**src/rtl/l2_wbb_pkg.sv**
```systemverilog
// l2_wbb_pkg: shared types and constants for the L2 writeback buffer.
// Latency: n/a (types only).
// Backpressure: n/a.
package l2_wbb_pkg;

    localparam int LINE_W      = 256;
    localparam int ADDR_W      = 32;
    localparam int OFFSET_BITS = 5;   // byte offset within a line; always zero in line addresses

    typedef logic [LINE_W-1:0] line_t;
    typedef logic [ADDR_W-1:0] addr_t;

    typedef enum logic {
        IDLE  = 1'b0,
        WRITE = 1'b1
    } wbb_state_t;

endpackage

```
**src/rtl/l2_wbb_match.sv**
```systemverilog
// l2_wbb_match: youngest-first address matcher over the circular entry array.
// Latency: combinational.
// Backpressure: none.
// Ports: valid/addrs = entry state, head_idx = oldest slot, probe = address to find,
//        hit = any valid match, onehot = slot of the youngest match (zero when no hit).
module l2_wbb_match
    import l2_wbb_pkg::*;
#(
    parameter int DEPTH  = 4,
    parameter int S_ADDR = ADDR_W,
    parameter int IDX_W  = $clog2(DEPTH)
) (
    input  logic [DEPTH-1:0]  valid,
    input  logic [S_ADDR-1:0] addrs [DEPTH],
    input  logic [IDX_W-1:0]  head_idx,
    input  logic [S_ADDR-1:0] probe,
    output logic              hit,
    output logic [DEPTH-1:0]  onehot
);

    logic [IDX_W-1:0] idx;

    // Walk from the oldest slot toward the tail; a later match overrides an
    // earlier one, so the surviving index is the youngest matching entry.
    always_comb begin
        hit    = 1'b0;
        onehot = '0;
        idx    = '0;
        for (int k = 0; k < DEPTH; k++) begin
            idx = head_idx + IDX_W'(k);
            if (valid[idx] && (addrs[idx] == probe)) begin
                hit    = 1'b1;
                onehot = '0;
                onehot[idx] = 1'b1;
            end
        end
    end

endmodule

```
**src/rtl/l2_writeback_buffer.sv**
```systemverilog
// l2_writeback_buffer: FIFO of dirty L2 victims drained one line per memory write;
//   coalesces re-evictions of a buffered line and serves miss probes from buffered data.
// Latency: enqueue into empty buffer -> pmem_write high 2 cycles later (no drain_block).
// Backpressure: enq_ready low only when full and enq_addr does not coalesce.
// Ports: enq_* = victim input, lkp_* = miss probe (combinational), pmem_* = memory write,
//        drain_block = hold off new drains, empty = no buffered lines.
// Optional: define L2_WBB_PERF_EN to add perf_drains / perf_coalesce / perf_full_stall.
module l2_writeback_buffer
    import l2_wbb_pkg::*;
#(
    parameter int DEPTH  = 4,
    parameter int S_LINE = LINE_W,
    parameter int S_ADDR = ADDR_W
) (
    input  logic              clk,
    input  logic              rst,
    input  logic              enq_valid,
    output logic              enq_ready,
    input  logic [S_ADDR-1:0] enq_addr,
    input  logic [S_LINE-1:0] enq_data,
    input  logic [S_ADDR-1:0] lkp_addr,
    output logic              lkp_hit,
    output logic [S_LINE-1:0] lkp_data,
    input  logic              drain_block,
    output logic              pmem_write,
    output logic [S_ADDR-1:0] pmem_address,
    output logic [S_LINE-1:0] pmem_wdata,
    input  logic              pmem_resp,
    output logic              empty
`ifdef L2_WBB_PERF_EN
    ,
    output logic [31:0]       perf_drains,
    output logic [31:0]       perf_coalesce,
    output logic [31:0]       perf_full_stall
`endif
);

    localparam int IDX_W = $clog2(DEPTH);
    localparam int PTR_W = IDX_W + 1;

    logic [PTR_W-1:0]  head_q, tail_q, count;
    logic [DEPTH-1:0]  valid_q, coal_valid;
    logic [S_ADDR-1:0] addr_q [DEPTH];
    logic [S_LINE-1:0] data_q [DEPTH];
    wbb_state_t        state_q, state_d;

    logic [IDX_W-1:0]  head_idx, tail_idx;
    logic              full;
    logic              coal_hit;
    logic [DEPTH-1:0]  coal_onehot, lkp_onehot;
    logic              enq_fire, do_coal, do_alloc;
    logic              drain_start, drain_done, head_fwd;

    assign head_idx = head_q[IDX_W-1:0];
    assign tail_idx = tail_q[IDX_W-1:0];
    assign count    = tail_q - head_q;
    assign full     = (count == PTR_W'(DEPTH));
    assign empty    = (count == '0);

    // The in-flight head has its data captured already; it must not absorb
    // a coalesce, so a re-eviction of that address gets a fresh entry.
    always_comb begin
        coal_valid = valid_q;
        if (state_q == WRITE) begin
            coal_valid[head_idx] = 1'b0;
        end
    end

    l2_wbb_match #(.DEPTH(DEPTH), .S_ADDR(S_ADDR)) u_coal_match (
        .valid    (coal_valid),
        .addrs    (addr_q),
        .head_idx (head_idx),
        .probe    (enq_addr),
        .hit      (coal_hit),
        .onehot   (coal_onehot)
    );

    l2_wbb_match #(.DEPTH(DEPTH), .S_ADDR(S_ADDR)) u_lkp_match (
        .valid    (valid_q),
        .addrs    (addr_q),
        .head_idx (head_idx),
        .probe    (lkp_addr),
        .hit      (lkp_hit),
        .onehot   (lkp_onehot)
    );

    always_comb begin
        lkp_data = '0;
        for (int i = 0; i < DEPTH; i++) begin
            if (lkp_onehot[i]) begin
                lkp_data = data_q[i];
            end
        end
    end

    assign enq_ready   = !full || coal_hit;
    assign enq_fire    = enq_valid && enq_ready;
    assign do_coal     = enq_fire && coal_hit;
    assign do_alloc    = enq_fire && !coal_hit;
    assign drain_start = (state_q == IDLE) && !empty && !drain_block;
    assign drain_done  = (state_q == WRITE) && pmem_resp;
    // A coalesce into the head on the very cycle it is captured must reach
    // memory, otherwise the newer data would be lost when the head retires.
    assign head_fwd    = do_coal && coal_onehot[head_idx];
    assign pmem_write  = (state_q == WRITE);

    always_comb begin
        state_d = state_q;
        case (state_q)
            IDLE:    if (drain_start) state_d = WRITE;
            WRITE:   if (drain_done)  state_d = IDLE;
            default: state_d = IDLE;
        endcase
    end

    always_ff @(posedge clk) begin
        if (rst) begin
            state_q      <= IDLE;
            head_q       <= '0;
            tail_q       <= '0;
            valid_q      <= '0;
            pmem_address <= '0;
            pmem_wdata   <= '0;
        end else begin
            state_q <= state_d;
            if (drain_start) begin
                pmem_address <= addr_q[head_idx];
                pmem_wdata   <= head_fwd ? enq_data : data_q[head_idx];
            end
            // Alloc slot never equals the in-flight head slot: not full implies tail != head.
            if (do_alloc) begin
                valid_q[tail_idx] <= 1'b1;
                tail_q            <= tail_q + 1'b1;
            end
            if (drain_done) begin
                valid_q[head_idx] <= 1'b0;
                head_q            <= head_q + 1'b1;
            end
        end
    end

    // Payload storage is qualified by valid_q and needs no reset.
    always_ff @(posedge clk) begin
        if (do_alloc) begin
            addr_q[tail_idx] <= enq_addr;
            data_q[tail_idx] <= enq_data;
        end
        for (int i = 0; i < DEPTH; i++) begin
            if (do_coal && coal_onehot[i]) begin
                data_q[i] <= enq_data;
            end
        end
    end

`ifdef L2_WBB_PERF_EN
    always_ff @(posedge clk) begin
        if (rst) begin
            perf_drains     <= '0;
            perf_coalesce   <= '0;
            perf_full_stall <= '0;
        end else begin
            if (drain_done && (perf_drains != '1))
                perf_drains <= perf_drains + 32'd1;
            if (do_coal && (perf_coalesce != '1))
                perf_coalesce <= perf_coalesce + 32'd1;
            if (enq_valid && !enq_ready && (perf_full_stall != '1))
                perf_full_stall <= perf_full_stall + 32'd1;
        end
    end
`endif

endmodule
```
**config.mk**
```make
export PLATFORM = sky130hd
export DESIGN_NAME = l2_writeback_buffer
export DESIGN_NICKNAME = d
export VERILOG_FILES = /design/src/rtl/l2_wbb_pkg.sv /design/src/rtl/l2_wbb_match.sv /design/src/rtl/l2_writeback_buffer.sv
export SDC_FILE = /design/constraint.sdc
export NUM_CORES = 2
export LEC_CHECK = 0
export BUFFER_PORTS_ARGS = -buffer_cell sky130_fd_sc_hd__buf_2
export CAP_MARGIN = 25
export CELL_PAD_IN_SITES_DETAIL_PLACEMENT = 0
export CELL_PAD_IN_SITES_GLOBAL_PLACEMENT = 1
export CORE_ASPECT_RATIO = 0.9
export CORE_UTILIZATION = 45
export DETAILED_ROUTE_END_ITERATION = 8
export PLACE_DENSITY = 0.82
export SYNTH_ARGS = -nofsm -noshare
export SYNTH_HDL_FRONTEND = slang
export SYNTH_SLANG_ARGS = --single-unit
```
**constraint.sdc**
```tcl
create_clock -name clk -period 25 [get_ports clk]
set_input_delay 3.75 -clock clk [delete_from_list [all_inputs] [get_ports clk]]
set_output_delay 3.75 -clock clk [all_outputs]
set_load 0.01 [all_outputs]
```
Yosys cells after proc, flatten, opt, wreduce, memory -nomap -nowiden
Memories as Yosys holds them, arrays and structs flattened. A register that Yosys moved wholly into a read port is not among the register bits.
Cells that the tools add are included.
{ "classes": {"magnitude_cmp": 16, "n_bitwise": 10, "eq_ne": 9, "add_sub_neg": 6, "n_reduce_logical": 35, "mux": 95} }
{ "op_table": {"columns": ["op", "n"], "rows": [
  ["2-to-1 mux 256 bit", 9],
  ["OR reduction 256 bit", 4],
  ["2-to-1 mux 32 bit", 9],
  ["binary-select mux 32 bit (select 2 bit)", 4],
  ["equality test 32 bit", 8],
  ["bitwise mux 128 bit", 1],
  ["demux 32 bit (select 2 bit)", 1],
  ["2-to-1 mux 4 bit", 12],
  ["2-to-1 mux 1 bit", 38],
  ["logical AND 1 bit", 25],
  ["binary-select mux 1 bit (select 2 bit)", 9],
  [">= comparator 3 bit (second input constant)", 5],
  ["less-than comparator 2 x 3 -> 1 bit (second input constant)", 5],
  ["NOT 2 -> 3 bit", 5],
  ["2-to-1 mux 2 bit", 6],
  ["demux 1 bit (select 2 bit)", 5],
  [">= comparator 2 x 1 -> 1 bit (second input constant)", 5],
  ["bitwise AND 4 bit", 2],
  ["adder 3 x 1 -> 3 bit (second input constant)", 2],
  ["adder 2 bit (second input constant)", 2],
  ["zero test 1 bit", 4],
  ["NOT 4 bit", 1],
  ["OR 4 bit", 1],
  ["equality test 3 bit (second input constant)", 1],
  ["other kinds (7)", 7]
]} }
{ "totals": {"ramBits": 1024, "regBits": 427, "n_memories": 1, "output_inout_bits": 548, "wordCells": 182, "in_bits": 325} }
{ "mem_list": {"columns": ["memory", "words", "width", "rd", "rd_clocked_by_memory_dff", "wr", "line_no", "source"], "rows": [
  ["data_q", 4, 256, 5, 1, 1, "l2_writeback_buffer.sv:44", "logic [S_LINE-1:0] data_q [DEPTH];"]
]} }

Logic depth before layout (Yosys ltp)
{ "logic_depth": {"word_depth": 25, "ltp_mapped": 22, "ltp_nobuf": 12} }

Hierarchy
A second synthesis with hierarchy kept.
{ "hier_totals": {"cells_unflattened": 5489, "area_unflattened_um2": 73842.1} }
{ "by_module_without_submodules": {"columns": ["module", "instances", "area_each_um2", "seq_area_each_um2", "cells_each"], "rows": [
  ["l2_writeback_buffer", 1, 62825.3, 40619.0, 4438],
  ["l2_wbb_match (u_coal_match)", 1, 5760.5, 0.0, 579],
  ["l2_wbb_match (u_lkp_match)", 1, 5256.3, 0.0, 472]
]} }

Worst setup path after synthesis
No wires, ideal clock.
{ "synth_timing": {"kind": "in2reg", "from": "input port enq_addr[16]", "to": "memory data_q[0][0] in the netlist's numbering, enable pin", "cell_stages": 8, "t_required_ns": 24.037, "setup_ns": 0.963, "n_path_buf": 1, "slack_ns": 6.297, "arrival_ns": 17.740, "path_cell_list": "clkbuf_1 > xnor2_1 > nand4_1 > nor4_1 > nand3_1 > and2_1 > a221o_1 > o22ai_1"} }
{ "synth_between": {"elab_chain_cells": 17, "word_cells_on_any_way": 47, "classes_between": "eq/ne (4); mux (26); reduce/logical (17)"} }
{ "synth_rtl": {"columns": ["item", "line_no", "source"], "rows": [
  ["from (decl)", "l2_writeback_buffer.sv:19", "input logic [S_ADDR-1:0] enq_addr,"],
  ["equality test 32 bit", "l2_wbb_match.sv:31", "if (valid[idx] && (addrs[idx] == probe)) begin"],
  ["logical AND 1 bit", "l2_wbb_match.sv:31", null],
  ["2-to-1 mux 1 bit (4 in series)", "l2_wbb_match.sv:31", null],
  ["logical OR 1 bit", "l2_writeback_buffer.sv:96", "assign enq_ready = !full || coal_hit;"],
  ["logical AND 1 bit", "l2_writeback_buffer.sv:97", "assign enq_fire = enq_valid && enq_ready;"],
  ["logical AND 1 bit", "l2_writeback_buffer.sv:98", "assign do_coal = enq_fire && coal_hit;"],
  ["logical AND 1 bit", "l2_writeback_buffer.sv:149", "if (do_coal && coal_onehot[i]) begin"],
  ["2-to-1 mux 1 bit", "l2_writeback_buffer.sv:149", null],
  ["2-to-1 mux 1 bit (implied by the code)", "l2_writeback_buffer.sv:150", "data_q[i] <= enq_data;"],
  ["OR reduction 256 bit (no source line)", null, null],
  ["2-to-1 mux 2 bit (no source line) / 2-to-1 mux 1 bit (equally long branches) (4 in series)", null, null],
  ["to (decl)", "l2_writeback_buffer.sv:44", null]
]} }
Parallel ways exist; a longest one is shown, timed or not.

Worst setup path after layout
{ "layout_timing": {"from": "input port lkp_addr[23]", "to": "output port lkp_data[111]"} }
{ "layout_between": {"elab_chain_cells": 10, "word_cells_on_any_way": 16, "classes_between": "eq/ne (4); mux (8); reduce/logical (4)"} }
{ "layout_rtl": {"columns": ["item", "line_no", "source"], "rows": [
  ["from (decl)", "l2_writeback_buffer.sv:21", "input logic [S_ADDR-1:0] lkp_addr,"],
  ["equality test 32 bit", "l2_wbb_match.sv:31", null],
  ["logical AND 1 bit", "l2_wbb_match.sv:31", null],
  ["2-to-1 mux 4 bit (3 in series)", "l2_wbb_match.sv:31", null],
  ["2-to-1 mux 4 bit *", "l2_wbb_match.sv:31", null],
  ["2-to-1 mux 256 bit (3 in series)", "l2_writeback_buffer.sv:90", "if (lkp_onehot[i]) begin"],
  ["2-to-1 mux 256 bit *", "l2_writeback_buffer.sv:90", null],
  ["to (decl)", "l2_writeback_buffer.sv:23", "output logic [S_LINE-1:0] lkp_data,"]
]} }
Mark *: on every way between the ends. The rest lies on a longest branch, timed or not.

==> flow_summary.yaml <==
power:
  worst_ir_drop_vdd_uv: 71.4
  p_per_area_nw_per_um2: 73.2
  leakage_nw: 25.9
detailed_routing:
  viasPerCell: 6.58
  antenna_left: 0
  drt_iter0_drc: 5521
  vias: 50444
  drt_wl_total_um: 244000
  wl_per_cell_um: 31.8
  first_pass_iters: 5
  drc: 0
die:
  io_pins: 873
  initial_utilization: 0.453
  dieArea_sq_um: 157000
  rows: 137
  die_x_um: 418
  die_h_um: 376
  core_sq_um: 155000
sta:
  max_freq_mhz: 79.9
  rsz0062_at_grt: "false"
  hold_viol_final: 0
  fin_crit_ps: 12510
  fin_crit_sh: 0.501
  setup_tns_ps: 0
  slew_headroom: 0.156
  clock-skew-final_ps: 38.2
  drv_slew: 0
  worst_pin_slew_ps: 1270
  finalSetupViolCount: 0
cells_and_area:
  final_nets: 5736
  finalInstanceArea_sq_um: 80800
  final_cell_count_no_fill: 7661
  drive_above_1_share: 0.378
  syn_to_final_growth_pct: 15.3
placed_design:
  dpl.hpwl_um: 152000
  numPortBuffers: 872
  gp_congestion: 1.04
  post_dp_cell_area_sq_um: 75500
  dp.cells: 7326
global_routing:
  grt_use_total: 0.300
  grt_pass1_wl_um: 348000
  gr-total-overflow: 0
  grt_pass1_vias: 48832
  grt_max_degree: 156
  antenna_found_initial: 76
cts:
  clock-sinks: 1453
  cts_buffers: 156
  root_buffer: "clkbuf_16"
  clk_latency_ps: 810
  cts-resized-gates: 0
  clk_pin_slew_ps: 60
  cts_setup_buffers: 0
  clock_tree.buffer_depth: 3
  cts_tree: "yes"
  cts-hold-fix-buffers: 0
  htreeDepth: 4
synth:
  ys.flop_type: "edfxtp_1"
  yosysTopAreaCellShare: 0.494
  synthArstFlopShare: 0
  syn-instance-count: 4808
  synth-edff-count: 1152
  synthTopCellsByArea: "edfxtp_1 (49%), mux4_2 (13%), dfxtp_1 (8.6%)"
  avgSynthCellArea_sq_um: 14.6
  netlist_area_sq_um: 70100
  synth.ff_latch_count: 1453
  yosysWarnings: 0
  synth_top_area_cell: "edfxtp_1"
  synth_nets: 5145
  yosysSeqAreaShare: 0.580
  yosysUniqueCellTypes: 55
critical_path:
  crit_fanout: 71
  end_kind: "output pin"
  reg2reg_depth: 17
  crit_arrival_ps: 8760
  startpoint_type: "input port"
  critPathRequiredTime_ps: 21250
  crit_type: "input port to output pin"
run_status:
  status: "completed"
job:
  maxCapViolations: 0
min_path:
  min_path_cells: 2
  hp-class: "flip-flop to flip-flop"
-- flip-flops by register name, summed over array words and instances, names as in the netlist, named ones only --
signal,flops
data_q,1024
pmem_write,1
valid_q,4
pmem_wdata,256
addr_q,128
head_q,3
tail_q,3
pmem_address,32
-- report_power, final --
part	switching, mW	total [mW]	internal, mW
clock network	1.00	2.33	1.33
registers	0.0749	2.84	2.76
logic	0.482	0.749	0.267
-- path summary, 6_finish.rpt --
path | from | end | slack (ps)
hold reg to reg | pmem_address[18]$_SDFFE_PP0P_ | pmem_address[18]$_SDFFE_PP0P_ | 450
setup / recovery | lkp_addr[23] | lkp_data[111] | 12490
setup reg to reg | head_q[0]$_SDFFE_PP0P_ | pmem_wdata[41]$_SDFFE_PP0P_ | 15740
hold / removal | pmem_address[18]$_SDFFE_PP0P_ | pmem_address[18]$_SDFFE_PP0P_ | 450
-- metal layers --
| layer | wire [um] | share of wire | vias up | global-route usage |
|---|---|---|---|---|
| met5 | 326 | 0.0013 | - | 0 |
| met4 | 13500 | 0.056 | 48 | 0.159 |
| met3 | 24000 | 0.099 | 554 | 0.0706 |
| met2 | 113000 | 0.46 | 3007 | 0.461 |
| met1 | 92800 | 0.38 | 25869 | 0.396 |
| li1 | - | - | 20966 | - |
-- kinds of logic (layout without fill, tap and decap cells) --
kind of cell / after synthesis / count (layout) / share of synthesized area
XOR/XNOR: 261 / 261 / 0.0329
adder cells (fa/ha/maj): 12 / 12 / 0.00214
AO/OA/AOI/OAI: 842 / 842 / 0.107
flip-flops: 1453 / 1453 / 0.580
AND/OR/NAND/NOR: 1310 / 1310 / 0.116
buffers and inverters: 532 / 1256 / 0.0355
multiplexers: 398 / 398 / 0.127
other: 0 / 44 / 0
-- cells in the mapped netlist, drive strengths merged (3+ instances only) --
cell / n
nor4: 530
a21oi: 36
mux2i: 4
dfxtp: 301
and3: 8
nor2: 543
a211oi: 261
o311ai: 3
nand2: 82
buf: 230
and2: 9
nand4: 88
a221oi: 257
xor2: 16
a21boi: 4
inv: 10
clkbuf: 292
o22ai: 260
nand3: 25
mux4: 392
ha: 12
nor3: 17
o21ai: 7
edfxtp: 1152
xnor2: 245
-- area by class of cell --
| class | count | area, sq um |
|---|---|---|
| clock inverters | 68 | 791 |
| well taps | 2085 | 2610 |
| flip-flops and latches | 1453 | 40600 |
| fillers | 12915 | 74000 |
| clock buffers | 223 | 4380 |
| inverters | 10 | 37.5 |
| diodes | 44 | 110 |
| multi-input cells | 2823 | 27100 |
| repair buffers | 955 | 5130 |
-- critical path, stage by stage --
cell,delay [ps]
buf_2,150
xnor2_1,380
nand4_1,150
nor4_1,750
nand3_1,290
nand2_1,260
a311oi_1,130
o21ai_4,450
buf_4,750
buf_4,930
a221oi_1,110
nor2_1,340
buf_2,210
-- metrics by stage --
step	setup WS [ps]	util	total power [mW]	hold slack, ps
floorplan	6300	-	3.36	481
global placement	12600	0.488	3.61	440
detailed placement	12610	0.488	3.62	447
CTS	12580	0.521	5.93	455
global route	12220	0.522	6.08	471
finish	12490	0.522	5.92	454
-- cells in the final DEF (no fill, tap or decap), drive strengths merged, types with 245 or more instances in the layout --
cell type	count
o22ai	260
a221oi	257
xnor2	245
edfxtp	1152
mux4	392
dfxtp	301
nor2	543
a211oi	261
buf	955
nor4	530
Power figures use the tool's default switching activity.
